--- src/rtl/ampel_phasengeber.sv ---
// Traffic-light phase generator: tick divider, 3-bit phase counter and pedestrian request path.
// Define KNOPF_ENTPRELLUNG_EN to debounce the synchronized button level over ENTPRELL_ZYKLEN samples.
module ampel_phasengeber #(
   parameter int TICKS_PRO_PHASE = 8,
   parameter int ENTPRELL_ZYKLEN = 4
) (
   input  logic       clk,
   input  logic       rst,
   input  logic       freigabe,
   input  logic       knopf_roh,
   input  logic       knopf_quit,
   output logic [2:0] counter,
   output logic       phase_tick,
   output logic       knopf,
   output logic       knopf_puls
);

   localparam int DIV_W = $clog2(TICKS_PRO_PHASE);
   localparam logic [DIV_W-1:0] DIV_LAST = DIV_W'(TICKS_PRO_PHASE - 1);

   if (TICKS_PRO_PHASE < 2 || TICKS_PRO_PHASE > 255) begin : g_bad_ticks
      $error("TICKS_PRO_PHASE must be within 2..255");
   end
   if (ENTPRELL_ZYKLEN < 1 || ENTPRELL_ZYKLEN > 15) begin : g_bad_entprell
      $error("ENTPRELL_ZYKLEN must be within 1..15");
   end

   logic [DIV_W-1:0] div_q, div_d;
   logic [2:0]       counter_q, counter_d;
   logic             tick_q, tick_d;
   logic             sync1_q, sync2_q;
   logic             level_q, level_d;
   logic             puls_q, puls_d;
   logic             req_q, req_d;

   always_comb begin
      div_d     = div_q;
      counter_d = counter_q;
      tick_d    = 1'b0;
      if (freigabe) begin
         if (div_q == DIV_LAST) begin
            div_d     = '0;
            counter_d = counter_q + 3'd1;
            tick_d    = 1'b1;
         end else begin
            div_d = div_q + DIV_W'(1);
         end
      end
   end

`ifdef KNOPF_ENTPRELLUNG_EN
   logic [3:0] stab_q, stab_d;

   // A candidate level must be seen ENTPRELL_ZYKLEN times in a row; any sample equal to the accepted level restarts.
   always_comb begin
      level_d = level_q;
      stab_d  = '0;
      if (sync2_q != level_q) begin
         if (stab_q == 4'(ENTPRELL_ZYKLEN - 1)) begin
            level_d = sync2_q;
         end else begin
            stab_d = stab_q + 4'd1;
         end
      end
   end

   always_ff @(posedge clk) begin
      if (rst) begin
         stab_q <= '0;
      end else begin
         stab_q <= stab_d;
      end
   end
`else
   assign level_d = sync2_q;
`endif

   assign puls_d = level_d & ~level_q;
   // A fresh press wins over a simultaneous acknowledge so it is never lost.
   assign req_d  = puls_q | (req_q & ~knopf_quit);

   always_ff @(posedge clk) begin
      if (rst) begin
         div_q     <= '0;
         counter_q <= '0;
         tick_q    <= 1'b0;
         sync1_q   <= 1'b0;
         sync2_q   <= 1'b0;
         level_q   <= 1'b0;
         puls_q    <= 1'b0;
         req_q     <= 1'b0;
      end else begin
         div_q     <= div_d;
         counter_q <= counter_d;
         tick_q    <= tick_d;
         sync1_q   <= knopf_roh;
         sync2_q   <= sync1_q;
         level_q   <= level_d;
         puls_q    <= puls_d;
         req_q     <= req_d;
      end
   end

   assign counter    = counter_q;
   assign phase_tick = tick_q;
   assign knopf      = req_q;
   assign knopf_puls = puls_q;

endmodule

--- config.mk ---
export PLATFORM = sky130hd
export DESIGN_NAME = ampel_phasengeber
export DESIGN_NICKNAME = d
export VERILOG_FILES = /design/src/rtl/ampel_phasengeber.sv
export SDC_FILE = /design/constraint.sdc
export NUM_CORES = 1
export LEC_CHECK = 0
export BUFFER_PORTS_ARGS = -buffer_cell sky130_fd_sc_hd__buf_2
export CORE_MARGIN = 5
export CORE_UTILIZATION = 25
export DETAILED_ROUTE_END_ITERATION = 8
export PLACE_DENSITY = 0.5
export SETUP_SLACK_MARGIN = 0.3
export SLEW_MARGIN = 20
export SYNTH_ARGS = -nofsm -noshare
export SYNTH_HDL_FRONTEND = slang
export SYNTH_SLANG_ARGS = --single-unit
--- constraint.sdc ---
create_clock -name clk -period 2.1 [get_ports clk]
set_clock_uncertainty 0.2 [all_clocks]
set_input_delay 0.105 -clock clk [delete_from_list [all_inputs] [get_ports clk]]
set_output_delay 0.105 -clock clk [all_outputs]
set_load 0.01 [all_outputs]
Yosys cells after proc, flatten, opt, wreduce, memory -nomap -nowiden --
Index checks and enable logic that the tools add are counted.
Word-level totals: input port bits 5, bits in registers 12
Cells by class: reduce and logical (&&, ||, !) cells 2, mux-type cells 2, bitwise logic cells 6, equal/unequal tests 1, add/sub/neg operators 2
Operators with widths (count):
- adder 3 x 1 -> 3 bit (second input constant) | 2
- equality test 3 bit (second input constant) | 1
- 2-to-1 mux 3 bit | 1
- inverter 1 bit | 3
- AND 1 bit | 2
- AND reduction 2 bit | 1
- OR reduction 2 bit | 1
- 2-to-1 mux 1 bit | 1
- OR 1 bit | 1

Logic depth before layout (Yosys ltp) --
depth after elaboration 3, depth in mapped cells 4, gate-level depth less buffers 4

Worst setup path after synthesis --
Ideal clock, no wire load.
path type register to register, from register div_q[0], to register div_q[0], stages on the path, launching flop included 5, arrival 1.190 ns, buffers on the path 0, path slack 0.640 ns, data required time 1.830 ns, clock period less this slack 1.460 ns, path through dfxtp_1 -> ha_1 -> ha_1 -> or3b_1 -> a21oi_1
Between the ends: longest elaborated chain between the ends 2, elaborated cells between the ends (all ways) 3, those cells by class add/sub: 1; eq/ne: 1; mux: 1
Ends and longest elaborated chain:
- start, declared | RTL line 28 | logic [DIV_W-1:0] div_q, div_d;
- start signal, assigned | RTL line 93 | div_q <= div_d;
- adder 3 x 1 -> 3 bit / equality test 3 bit (equally long branches) | RTL line 46, 41
- 2-to-1 mux 3 bit * | RTL line 41 | if (div_q == DIV_LAST) begin
Mark *: on every way between the ends. The rest lies on a longest branch, timed or not. A chain may end at the register's enable or synchronous reset.

Worst setup path after layout --
Ends and elaborated chain as after synthesis.

==> metrics <==
clk slew on worst S/H paths around 0.070 ns; ANT nets after route 0; R2R setup slack approximately 0.55 ns; worst hold path class flop to flop; endpoints failing hold 0; largest family of logic cells by synthesized area simple AND/OR/NAND/NOR gates; DIE HEIGHT 54.0 µm; Sink Count 12; outcome finished clean; boundary pin count 11; mux contribution to synthesized area 5.18%; Core Area between 1500 and 2000 µm²; flops & latches, synth 12; ant diodes 0; P&R area growth vs syn 30.1%; total negative slack 0 ns; RSZ-0062 raised after global routing false; footprint of the multi-input gates 220 µm²; Worst Max-Slew Pin Slew between 0.2 and 0.25 ns; DR DRC count 0; synth cell count leaders dfxtp_1 (12), a21oi_1 (5), nor2b_1 (5); Synth area leader dfxtp_1; CP cell instances ha_1, ha_1, or3b_1, a21oi_1; root buffer cell clkbuf_4; post-synthesis sequential area ratio approximately half; top_reg_cell synth dfxtp_1; Max Slew Vio Count 0; simple-gate share of the synthesized area 20.7%; pin count of the biggest net entering global routing 13; Synth Area per Inst 11.0 µm²; Worst Setup SP div_q[0]; RR Endpoint div_q[0]; Max VDD drop just over 0.3 mV; post-synthesis cell type count 16; max_cap viols 0; Worst R2R Start div_q[0]; CTS resizes 0; Inserted Clock Buffers 3; htree depth 1; Initial DRC Count 7; detailed placement HPWL 526 µm; hold buffer count at CTS 6; yosys warns 0; drt first pass iters 4; first-pass GRT wire length 1400 µm; CP startpoint kind flop; Worst Path Required 2.10 ns; Synth Instances 44; Post-synth EDFFs 0; # rows 15; FF-to-FF path depth 4; die width 54.0 µm; layout cell share with drive strength beyond 1 26.2%; CP Max Fanout 7; Starting Density 27.1%; Vias 340; Avg WL per Cell 8.87 µm; vias in the first global route 340; DRT Wirelength 763 µm; DR vias/cell between 3 and 4; synthesized cell area 483 µm²; total track usage 7.03%; normalized max-slew margin 85.7%; GPL Wtd Cong 0.656; # fillers 193; Worst setup EP type flop; Synth Area in Adders 10.4%; Crit path largest cell delay 0.36 ns; setup slack at placement 0.550 ns; TritonCTS clock tree yes; Post-Syn Nets 53; Final period util 73.9%; Area contributors post-synth dfxtp_1 (50%), ha_1 (10%), nor2b_1 (6.5%); Arr. time, crit path 1.55 ns; nets@finish 72; CP endpoint div_q[0]; worst-skew pair later-pin latency roughly 0.26 ns; postcts setup bufs 0; most frequent cell after synthesis dfxtp_1; Port Buffers 10; final worst slack about 0.55 ns; share of the synthesized area in the top cell type 49.7%; XOR/XNOR share of the synthesized area 0%; Sequential Area 240 µm²; initial antenna violation count 0; Slowest cell on crit path or3b_1; Final setup viols 0; Final min period roughly 1.6 ns; post-synthesis compound-gate area fraction 9.33%; Die ar. 2910 µm²; fmax 0.644 GHz; asr flop ratio synth 0%; pwr/cell area 637 nW/µm²; most frequent cell on the critical path ha_1; total grt overflow 0; Leak 0.300 nW; Crit Path Class flop to flop; CTS Buffer Depth 2
worst min-delay path by stage:
stage              start    endpoint  slack [ns]  depth (start not counted)
6_report         level_q  knopf_puls        0.19                          1
2_1_floorplan        rst     level_q       -0.02                          1
5_1_grt          level_q  knopf_puls        0.22                          1
3_3_place_gp   knopf_roh     sync1_q        0.12                          2
3_5_place_dp   knopf_roh     sync1_q        0.12                          2
4_1_cts          level_q  knopf_puls        0.19                          1
stage by stage:
step                cells  utilization, %  hold slack, ns  area, µm²  power, W
floorplan              44               -         -0.0159        483  0.000258
global placement       77            30.6           0.118        546  0.000263
detailed placement     77            30.6           0.122        546  0.000263
CTS                    86            35.2           0.188        628  0.000409
global route           86            35.2           0.219        628  0.000429
finish                 86            35.2           0.187        628  0.000400
final cells by class:
cell class,count,area share (%)
tap,25,4.98
clock buffer,3,3.59
multi-input combinational,29,35.1
sequential,12,38.2
timing repair buffer,16,17.5
inverter,1,0.598
registers in the layout, indices dropped and copies added, names as in the netlist:
name / flops
counter: 3
div_q: 3
knopf: 1
knopf_puls: 1
level_d: 1
level_q: 1
phase_tick: 1
sync1_q: 1
cells in the final DEF, fill, tap and decap left out, drive strengths merged:
| master | n |
|---|---|
| a21bo | 2 |
| a21oi | 5 |
| and3b | 1 |
| buf | 10 |
| clkbuf | 3 |
| dfxtp | 12 |
| dlygate4sd3 | 6 |
| ha | 4 |
| inv | 1 |
| mux2 | 1 |
| mux2i | 1 |
| nand2b | 3 |
| nand3 | 2 |
| nand3b | 2 |
| nor2 | 2 |
| nor2b | 5 |
| or3b | 1 |
logic make-up after synthesis:
group / after synthesis
muxes: 2
AOI/OAI and AO/OA: 7
buffers and inverters: 3
adders and majority gates: 4
and+or+nand+nor: 16
DFF: 12
power by group:
group	internal, W	switching [W]	total [W]
Clock	0.0000662	0.0000689	0.000135
Combinational	0.0000169	0.0000119	0.0000288
Sequential	0.000234	0.00000260	0.000236
critical path: cells and delay by family (launching register included):
family          cells  cell delay [ns]
compound gates      1             0.12
fa+ha+maj           2             0.48
flops               1             0.32
simple gates        1             0.36
per-layer routing:
| layer | GRT usage (%) | vias up | part of all wire, % | wire length, µm |
|---|---|---|---|---|
| met4 | 2.55 | 0 | 1.3 | 10 |
| met5 | 0 | - | 0 | 0 |
| met3 | 4.16 | 2 | 8.3 | 63 |
| met1 | 8.57 | 144 | 53 | 401 |
| met2 | 10.1 | 11 | 38 | 288 |
| li1 | - | 183 | - | - |
Power figures use the tool's default switching activity.
